## src/rtl/mem_port_arbiter.sv

```systemverilog
// mem_port_arbiter: shares one memory port between a CPU requester and a DMA requester
// Ports: cpu_* / dma_* request-side command in, rdata + one-cycle ready out;
//        mem_* drive the memory block for LAT cycles; owner shows the granted port (01 CPU, 10 DMA).
// Build option: define ARB_ROUND_ROBIN_EN for alternating priority on simultaneous requests.
module mem_port_arbiter #(
  parameter int AW  = 32,
  parameter int DW  = 32,
  parameter int LAT = 2
) (
  input  logic          clk,
  input  logic          reset,
  input  logic          cpu_req,
  input  logic          cpu_we,
  input  logic [AW-1:0] cpu_addr,
  input  logic [DW-1:0] cpu_wdata,
  output logic [DW-1:0] cpu_rdata,
  output logic          cpu_ready,
  input  logic          dma_req,
  input  logic          dma_we,
  input  logic [AW-1:0] dma_addr,
  input  logic [DW-1:0] dma_wdata,
  output logic [DW-1:0] dma_rdata,
  output logic          dma_ready,
  output logic          mem_en,
  output logic          mem_we,
  output logic [AW-1:0] mem_addr,
  output logic [DW-1:0] mem_wdata,
  input  logic [DW-1:0] mem_rdata,
  output logic [1:0]    owner
);
  typedef enum logic [1:0] {IDLE, ACCESS, RESP} state_t;
  state_t     state;
  logic [3:0] cnt;
  logic       pick_dma;
`ifdef ARB_ROUND_ROBIN_EN
  logic last_dma;
  // the port not served last wins a tie; a lone requester always wins
  assign pick_dma = dma_req && (!cpu_req || !last_dma);
`else
  assign pick_dma = dma_req && !cpu_req;
`endif
  // mem_we/mem_addr/mem_wdata double as the latched command registers
  always_ff @(posedge clk or posedge reset) begin
    if (reset) begin
      state     <= IDLE;
      cnt       <= '0;
      mem_en    <= 1'b0;
      mem_we    <= 1'b0;
      mem_addr  <= '0;
      mem_wdata <= '0;
      owner     <= 2'b00;
      cpu_rdata <= '0;
      dma_rdata <= '0;
      cpu_ready <= 1'b0;
      dma_ready <= 1'b0;
`ifdef ARB_ROUND_ROBIN_EN
      last_dma  <= 1'b1;
`endif
    end else begin
      cpu_ready <= 1'b0;
      dma_ready <= 1'b0;
      case (state)
        IDLE: if (cpu_req || dma_req) begin
          state     <= ACCESS;
          cnt       <= 4'(LAT);
          mem_en    <= 1'b1;
          mem_we    <= pick_dma ? dma_we : cpu_we;
          mem_addr  <= pick_dma ? dma_addr : cpu_addr;
          mem_wdata <= pick_dma ? dma_wdata : cpu_wdata;
          owner     <= pick_dma ? 2'b10 : 2'b01;
`ifdef ARB_ROUND_ROBIN_EN
          last_dma  <= pick_dma;
`endif
        end
        ACCESS: begin
          cnt <= cnt - 4'd1;
          if (cnt == 4'd1) begin
            state     <= RESP;
            mem_en    <= 1'b0;
            mem_we    <= 1'b0;
            cpu_ready <= owner[0];
            dma_ready <= owner[1];
            if (!mem_we && owner[0]) cpu_rdata <= mem_rdata;
            if (!mem_we && owner[1]) dma_rdata <= mem_rdata;
          end
        end
        RESP: begin
          state <= IDLE;
          owner <= 2'b00;
        end
        default: state <= IDLE;
      endcase
    end
  end
endmodule

```

## config.mk

```make
export PLATFORM = sky130hd
export DESIGN_NAME = mem_port_arbiter
export DESIGN_NICKNAME = d
export VERILOG_FILES = /design/src/rtl/mem_port_arbiter.sv
export SDC_FILE = /design/constraint.sdc
export NUM_CORES = 1
export LEC_CHECK = 0
export CAP_MARGIN = 20
export CORE_ASPECT_RATIO = 1.75
export CORE_MARGIN = 4
export CORE_UTILIZATION = 44
export CTS_BUF_LIST = sky130_fd_sc_hd__clkbuf_2
export DETAILED_ROUTE_END_ITERATION = 8
export GPL_TIMING_DRIVEN = 0
export PLACE_DENSITY = 0.95
export SLEW_MARGIN = 40
export SYNTH_ARGS = -nofsm -noshare
export SYNTH_HDL_FRONTEND = slang
export SYNTH_SLANG_ARGS = --single-unit
```

## constraint.sdc

```tcl
create_clock -name clk -period 8.9 [get_ports clk]
set_clock_uncertainty 0.1 [all_clocks]
set_input_delay 1.335 -clock clk [delete_from_list [all_inputs] [get_ports clk]]
set_output_delay 1.335 -clock clk [all_outputs]
set_load 0.01 [all_outputs]
```

==> results of run 1 <==
[worst min-delay path by stage]
stage / end / slack (ns) / depth (start not counted)
4_1_cts: cnt[3] / 0.41 / 1
3_5_place_dp: cnt[3] / 0.39 / 1
2_1_floorplan: cnt[3] / 0.34 / 1
6_report: cnt[3] / 0.42 / 1
3_3_place_gp: cnt[3] / 0.36 / 1
5_1_grt: cnt[3] / 0.42 / 1
[final cells by class]
| class | instances | area [µm²] |
|---|---|---|
| flip-flops and latches | 140 | 3500 |
| fillers | 830 | 3410 |
| repair buffers | 300 | 3020 |
| multi-input cells | 230 | 2020 |
| well taps | 168 | 210 |
| plain buffers | 28 | 158 |
| clock inverters | 14 | 130 |
| clock buffers | 17 | 85.1 |
| inverters | 7 | 33.8 |
| diodes | 1 | 2.50 |
[where the power goes]
part / total [W] / internal (W) / switching [W]
logic: 0.00145 / 0.000886 / 0.000563
registers: 0.00115 / 0.000945 / 0.000207
clock network: 0.000338 / 0.0000827 / 0.000255
total: 0.00294 / 0.00191 / 0.00103
[metal layers]
metal  up-vias  GRT usage, %
li1       2136             -
met1      2320          25.7
met2       259          47.8
met3        40          7.33
met4         0          11.6
met5         -             0
[sequential cells by signal (all words and copies together) (netlist names)]
name,flops
cpu_rdata,32
dma_rdata,32
mem_addr,32
mem_wdata,32
cnt,4
owner,2
state,2
cpu_ready,1
dma_ready,1
mem_en,1
mem_we,1
[worst reg2reg max path: cells and delay by family, from the launching register on]
family	cells	cell delay, ns
fa+ha+maj	1	0.13
buf+inv	2	0.42
flops	1	0.44
mux	1	0.32
simple gates	2	0.87
[stage by stage]
step	cell area (µm²)	util (%)	cells	setup WS [ns]
detailed placement	8940	71.1	873	5.45
CTS	9160	72.9	904	5.69
global route	9160	72.9	905	5.62
finish	9160	72.9	905	5.76
global placement	8900	70.8	872	2.23
floorplan	5700	-	405	3.71
[layout by cell type (no fill, tap or decap), types with 2 or more instances in the layout]
cell	count
sky130_fd_sc_hd__clkdlybuf4s50_1	299
sky130_fd_sc_hd__dfrtp_1	140
sky130_fd_sc_hd__mux2_2	64
sky130_fd_sc_hd__and2_1	63
sky130_fd_sc_hd__a221o_1	62
sky130_fd_sc_hd__clkbuf_2	17
sky130_fd_sc_hd__buf_2	12
sky130_fd_sc_hd__clkbuf_1	11
sky130_fd_sc_hd__o21ai_0	10
sky130_fd_sc_hd__inv_1	6
sky130_fd_sc_hd__inv_6	6
sky130_fd_sc_hd__buf_6	5
sky130_fd_sc_hd__nor2_1	4
sky130_fd_sc_hd__mux2i_1	4
sky130_fd_sc_hd__clkinvlp_4	4
sky130_fd_sc_hd__inv_8	3
sky130_fd_sc_hd__o22ai_1	3
sky130_fd_sc_hd__or2_1	2
sky130_fd_sc_hd__nand2b_1	2
sky130_fd_sc_hd__nand4b_1	2
sky130_fd_sc_hd__and3_1	2
sky130_fd_sc_hd__ha_1	2
[kinds of logic (layout without fill, tap and decap cells)]
kind of cell,count (synthesis),after routing,share of synthesized area [%]
AOI/OAI and AO/OA,79,79,12.7
adders and majority gates,2,2,0.439
buffers and inverters,35,366,3.23
DFF,140,140,61.5
muxes,68,68,13.4
other,0,1,0
and+or+nand+nor,81,81,8.83
==> results, run 1 <==
- The total overflow left after global routing is 0.
- Detailed placement finished with a half-perimeter wire length of 15,300 µm.
- The uppermost layer routed is met4.
- The category of the critical setup timing path is flip-flop to output port.
- Entering global routing, the biggest net connects 83 pins.
- The via count of the first global-routing pass is 5,339.
- IR analysis of the VDD net gives a maximum drop of 163 µV.
- Among cell families on the critical path, the largest total delay comes from buffers and inverters.
- The most area-hungry cell type in the Yosys netlist is sky130_fd_sc_hd__dfrtp_1.
- The fmax is 318 MHz.
- The synthesis-stage register bit count is 140.
- Setup slack on the worst reg-to-reg path comes out at 6.52 ns.
- After detailed routing, the average wire length per cell comes to 20.9 µm.
- The post-CTS setup buffer count is 0.
- After layout, the minimum clock period comes to 3.14 ns.
- The final net count is 892.
- In this run the number of cells on the critical path is 1.
- The clock tree synthesis step divided the H-tree into 4 levels.
- The worst slew margin relative to its limit is 50.0%.
- The top fanout value on the critical path is 5.
- The largest single stage delay on the critical path is 0.60 ns.
- The run finished with clean final reports.
- The clock passes through at most 2 buffers.
- Data on the critical path arrives at its endpoint at 1.71 ns.
- The capture point of the critical path is owner[0].
- The synthesized net count is 573.
- The latest clock arrival within the worst-skew pair is 0.64 ns.
- The TritonCTS clock tree is built.
- The met1 wire length is 6480 µm.
- After synthesis, the share of flip-flops with an asynchronous set or reset is 100%.
- Setup repair after global routing left no endpoint under its margin.
- The Yosys step of the flow raised 0 warnings.
- The number of different library cells used by synthesis comes to 26.
- The die covers 14,900 µm².
- In this run the static leakage power is 3.89 nW.
- The final setup TNS is 0 ns.
- A synthesized cell averages 14.1 µm².
- The capturing element type of the critical path is an output port.
- The TritonCTS buffer count is 17.
- The pre-antenna-repair detailed-routing pass consisted of 4 iterations.
- The last weighted congestion value of the routability-driven placer is 0.881.
- By area the synthesized netlist is led by sky130_fd_sc_hd__dfrtp_1, sky130_fd_sc_hd__mux2_2, sky130_fd_sc_hd__a221o_1.
- In this run, post-CTS repair resized a total of 0 instances.
- Buffers inserted to repair hold after CTS numbered 0.
- The slowest stage of the critical path belongs to the cell sky130_fd_sc_hd__clkdlybuf4s50_1.
- Wires add up to 18,900 µm.
- The total via count in the routed design is 4,755.
- The share of the yosys chip area belonging to registers is 61.5%.
- The overall routing resource usage is 25.6%.
- The total of endpoints with negative setup slack in the final report is 0.
- Dividing total power by cell area gives a power density of 321 nW/µm².
- The worst hold path belongs to the class flip-flop to flip-flop.
- The worst-case hold slack is 0.420 ns.
- Across the run, the number of max-cap violations was 0.
- The remaining antenna violation count after routing is 0.
- The worst setup path startpoint is owner[0].
- The summed instance area of the synthesized netlist is 5700 µm².
- The overall power is 0.00294 W.
- At the pin with the least slew margin, the transition time is 0.747 ns.
- The library cell used as clock root buffer is sky130_fd_sc_hd__clkbuf_2.
- In this run the horizontal extent of the chip is 94.0 µm.
- The detailed-routed wire length on met2 is 10,400 µm.
- During I/O placement, the number of pins put on the boundary was 300.
- Sorting the synthesized cells by how often they occur yields sky130_fd_sc_hd__dfrtp_1, sky130_fd_sc_hd__mux2_2, sky130_fd_sc_hd__and2_1.
- Using the TritonRoute via totals, the vias-per-cell ratio works out to 5.25.
- In the final layout, the share of cells above drive strength 1 is 15.6%.
- Of the available clock period, the critical path in the final layout requires 35.3%.
- Walking the worst path, the cells encountered are clkdlybuf4s50_1.
- After detailed routing, the number of remaining DRC violations is 0.
- In the synthesized netlist the dominant register cell turns out to be sky130_fd_sc_hd__dfrtp_1.
- The first global-routing pass estimated 28,600 µm of wire.
- The number of rows in the core area is 54.
- In this run the tool buffered the top-level ports with 299 buffer cells.
- The number of buffers and inverters on the critical path is 1.
- The count of routing violations after the opening detailed-route iteration is 213.
- The total count of max-transition violations in the final report is 0.
- The CTS clock-pin slew for the worst setup and hold paths is 0.22 ns.
- The initial core utilization is 45.3%.
- The floorplan step set the die height to 159 µm.
- The element type at the critical path start is a flip-flop.
- The count of flip-flops with a built-in enable after synthesis is 0.
- The core region is 12,600 µm².
- After technology mapping, the gate count stands at 405.
- The total count of hold-check failures in the final report is 0.
- For the worst setup path, the data required time is 7.47 ns.
- The endpoint identified for the worst register-to-register timing path is dma_rdata[3].
- The area share of the largest cell type after synthesis is 61.5%.
- The most frequently used cell type in the post-synthesis netlist is sky130_fd_sc_hd__dfrtp_1.
- The number of clock sinks is 140.
- For the worst flop-to-flop path, the logic depth is 6.
- The initial antenna violation count is 1.
- The routed length on met3 is 1380 µm.
- The launch instance of the worst min-delay path is cnt[3].
- From synthesis to final layout, the design area changed by 60.7%.
- The worst register-to-register path begins at cnt[1].
(Power assumes the default switching activity.)
==> inputs of run 2 (changes only) <==
Settings changed: CORE_UTILIZATION 44 to 41, PLACE_DENSITY 0.95 to 0.94.
Clock period 8.9 ns to 2.9 ns, I/O delays scaled along.
==> run 2 against run 1 <==
Critical path depth rose by 5. Via count is 1.6% higher. Clock-buffer cell count up 2. Sequential cell count unchanged.
==> results, run 2 (synthesis results as in run 1) <==
- The tool flagged a number of max-cap violations equal to 0.
- The worst slew margin relative to its limit is 53.9%.
- For this design the ratio of total power to cell area is 970 nW/µm².
- The die height is 164 µm.
- Row generation in the floorplan step produced 56 rows.
- Before antenna repair, the detailed router went through 5 iterations.
- The worst-case IR drop observed on VDD is 496 µV.
- The root buffer cell chosen for the clock tree is sky130_fd_sc_hd__clkbuf_2.
- The number of remaining DRC errors is 0.
- The fraction of met1 tracks used by global routing is 23.6%.
- The remaining antenna violation count after routing is 0.
- OpenSTA, run right after detailed placement, puts the worst setup slack at 0.404 ns.
- The data required time at the worst endpoint is 3.33 ns.
- The critical register-to-register path startpoint is cnt[1].
- The clock network is responsible for 11.6% of the overall power.
- The run finished with clean final reports.
- After detailed routing, the number of vias per cell comes to 5.27.
- The worst setup path startpoint is cnt[1].
- The cell internal power dissipation is 0.00595 W.
- The layout overhead on the synthesized area is 62.5%.
- The area of the core is 13,500 µm².
- The static leakage is 3.93 nW.
- The CTS clock-pin slew for the worst setup and hold paths is 0.24 ns.
- The total count of hold-check failures in the final report is 0.
- At the end of routability-driven placement, the weighted congestion stood at 0.822.
- STA puts the critical path data arrival time at 2.78 ns.
- Setup slack on the worst reg-to-reg path comes out at 0.55 ns.
- In this run the tool buffered the top-level ports with 299 buffer cells.
- Of the total power, the share spent switching nets is 33.8%.
- STA classifies the critical path startpoint as a flip-flop.
- The count of routing violations after the opening detailed-route iteration is 169.
- The leading cell type in the layout, fill and taps excluded is sky130_fd_sc_hd__clkdlybuf4s50_1.
- The cell count of the worst reg-to-reg path is 6.
- The largest net degree at the start of global routing is 28.
- Summed over all nets, the switching power comes to 0.00304 W.
- The initial antenna violation count is 1.
- In this run the critical register-to-register path is captured at dma_rdata[2].
- The category of the critical setup timing path is flip-flop to flip-flop.
- The final critical delay including setup and external delays is 2.35 ns.
- The post-CTS setup buffer count is 0.
- The layer with the highest usage is met2.
- After detailed routing, the average wire length per cell comes to 19.7 µm.
- The fraction of final layout cells with drive strength greater than 1 is 16.2%.
- The total instance count after detailed placement is 883.
- After filler insertion, the fill cell instance count of the layout stands at 939.
- In the global route stage, met2 resource usage came out at 40.4%.
- The share of total power dissipated in combinational logic is 49.4%.
- The final cycle utilization of the critical path is 81.1%.
- In the final design database the tool counted 897 nets.
- After legalization and detailed placement, the total HPWL measured 14,600 µm.
- The final standard cell count with taps included and fillers excluded is 917.
- The overall power is 0.00898 W.
- For this design the top-level I/O count stands at 300.
- The final route contains 4,832 vias.
- At the later pin of the worst-skew pair, clock insertion delay measures 0.66 ns.
- The global-route met3 utilization is 7.22%.
- Summed over all layers, the global routing overflow is 0.
- Timing would allow up to 425 MHz.
- The capture point of the critical path is dma_rdata[2].
- The initial utilization of the core area, before any placement, comes to 42.1%.
- Setup slack closes at 0.547 ns.
- For this run, the total global-route usage over all layers was measured as 22.9%.
- The H-tree was split into 4 levels.
- The first global-routing pass estimated 28,600 µm of wire.
- The die area is 15,900 µm².
- The worst-case hold slack is 0.265 ns.
- In this run the deepest clock path goes through 2 buffers.
- Of all nets on the critical path, the largest fanout is 10.
- The slew at the pin closest to its max-slew limit is 0.688 ns.
- For this design, the sink count on the clock tree is 140.
- The TritonCTS clock tree is built.
- The worst setup path is captured at a flip-flop.
- The x dimension of the die is 97.1 µm.
- Setup violations remaining at the end of the flow were counted as 0.
- Buffers inserted during clock tree synthesis total 17.
- Of the total power, registers draw 39.0%.
- Setup repair after global routing left no endpoint under its margin.
- Cells fill 68.5% of the core in the end.
- The total length of routed wires is 18,100 µm.
- The total count of max-transition violations in the final report is 0.
- The via count of the first global-routing pass is 5,440.
- The library cells used most frequently in the layout, excluding fill and tap cells, are sky130_fd_sc_hd__clkdlybuf4s50_1, sky130_fd_sc_hd__dfrtp_1, sky130_fd_sc_hd__mux2_2.
- The path class of the tightest hold or removal check is input pin to flip-flop.
## run 2: routing by layer
metal | wire length, µm | up-vias
met1 | 6200 | 2323
met2 | 9480 | 294
met5 | 0 | -
li1 | - | 2150
met4 | 939 | 0
met3 | 1460 | 65
## run 2: area by class of cell
cell class	instances	area, µm²	area share, %
tap	174	218	2.35
inverter	7	30.0	0.324
clock inverter	13	118	1.27
buffer	28	158	1.70
multi-input combinational	230	2020	21.8
antenna	1	2.50	0.0270
timing repair buffer	305	3120	33.7
clock buffer	19	95.1	1.03
sequential	140	3500	37.8
## run 2: how the worst min path moves through the flow
| stage | startpoint | end | slack, ns | cells past startpoint |
|---|---|---|---|---|
| floorplan | cnt[3] | cnt[3] | 0.34 | 1 |
| global placement | cnt[3] | cnt[3] | 0.36 | 1 |
| detailed placement | cnt[3] | cnt[3] | 0.39 | 1 |
| CTS | dma_addr[29] | mem_addr[29] | 0.18 | 2 |
| global route | dma_addr[22] | mem_addr[22] | 0.17 | 2 |
| finish | dma_addr[20] | mem_addr[20] | 0.26 | 2 |
## run 2: power groups by stage
stage / Clock [W] / Sequential, W / Combinational [W]
after floorplan: 0 / 0.00386 / 0.00148
after global routing: 0.00118 / 0.00361 / 0.00474
after global placement: 0 / 0.00347 / 0.00431
after detailed placement: 0 / 0.00352 / 0.00450
final: 0.00104 / 0.00350 / 0.00444
after CTS: 0.00108 / 0.00350 / 0.00450
## run 2: worst max-delay path, cell delays in order (launching register included)
cell and delay, ns:
sky130_fd_sc_hd__dfrtp_1 0.44, sky130_fd_sc_hd__inv_1 0.09, sky130_fd_sc_hd__ha_1 0.13, sky130_fd_sc_hd__nor3b_1 0.48, sky130_fd_sc_hd__nand4b_1 0.38, sky130_fd_sc_hd__buf_2 0.33
sky130_fd_sc_hd__mux2_2 0.29
## run 2: metrics by stage
step / cell area [µm²] / TNS, ns
4_1_cts: 9260 / 0
3_5_place_dp: 9030 / 0
5_1_grt: 9260 / 0
2_1_floorplan: 5700 / 0
6_report: 9260 / 0
3_3_place_gp: 8910 / -56.02
## run 2: what timing repair did
item	CTS	global route
hold endpoints to repair	22	0
setup endpoints to repair	0	0
resized for setup	0	0
hold buffers	1	0
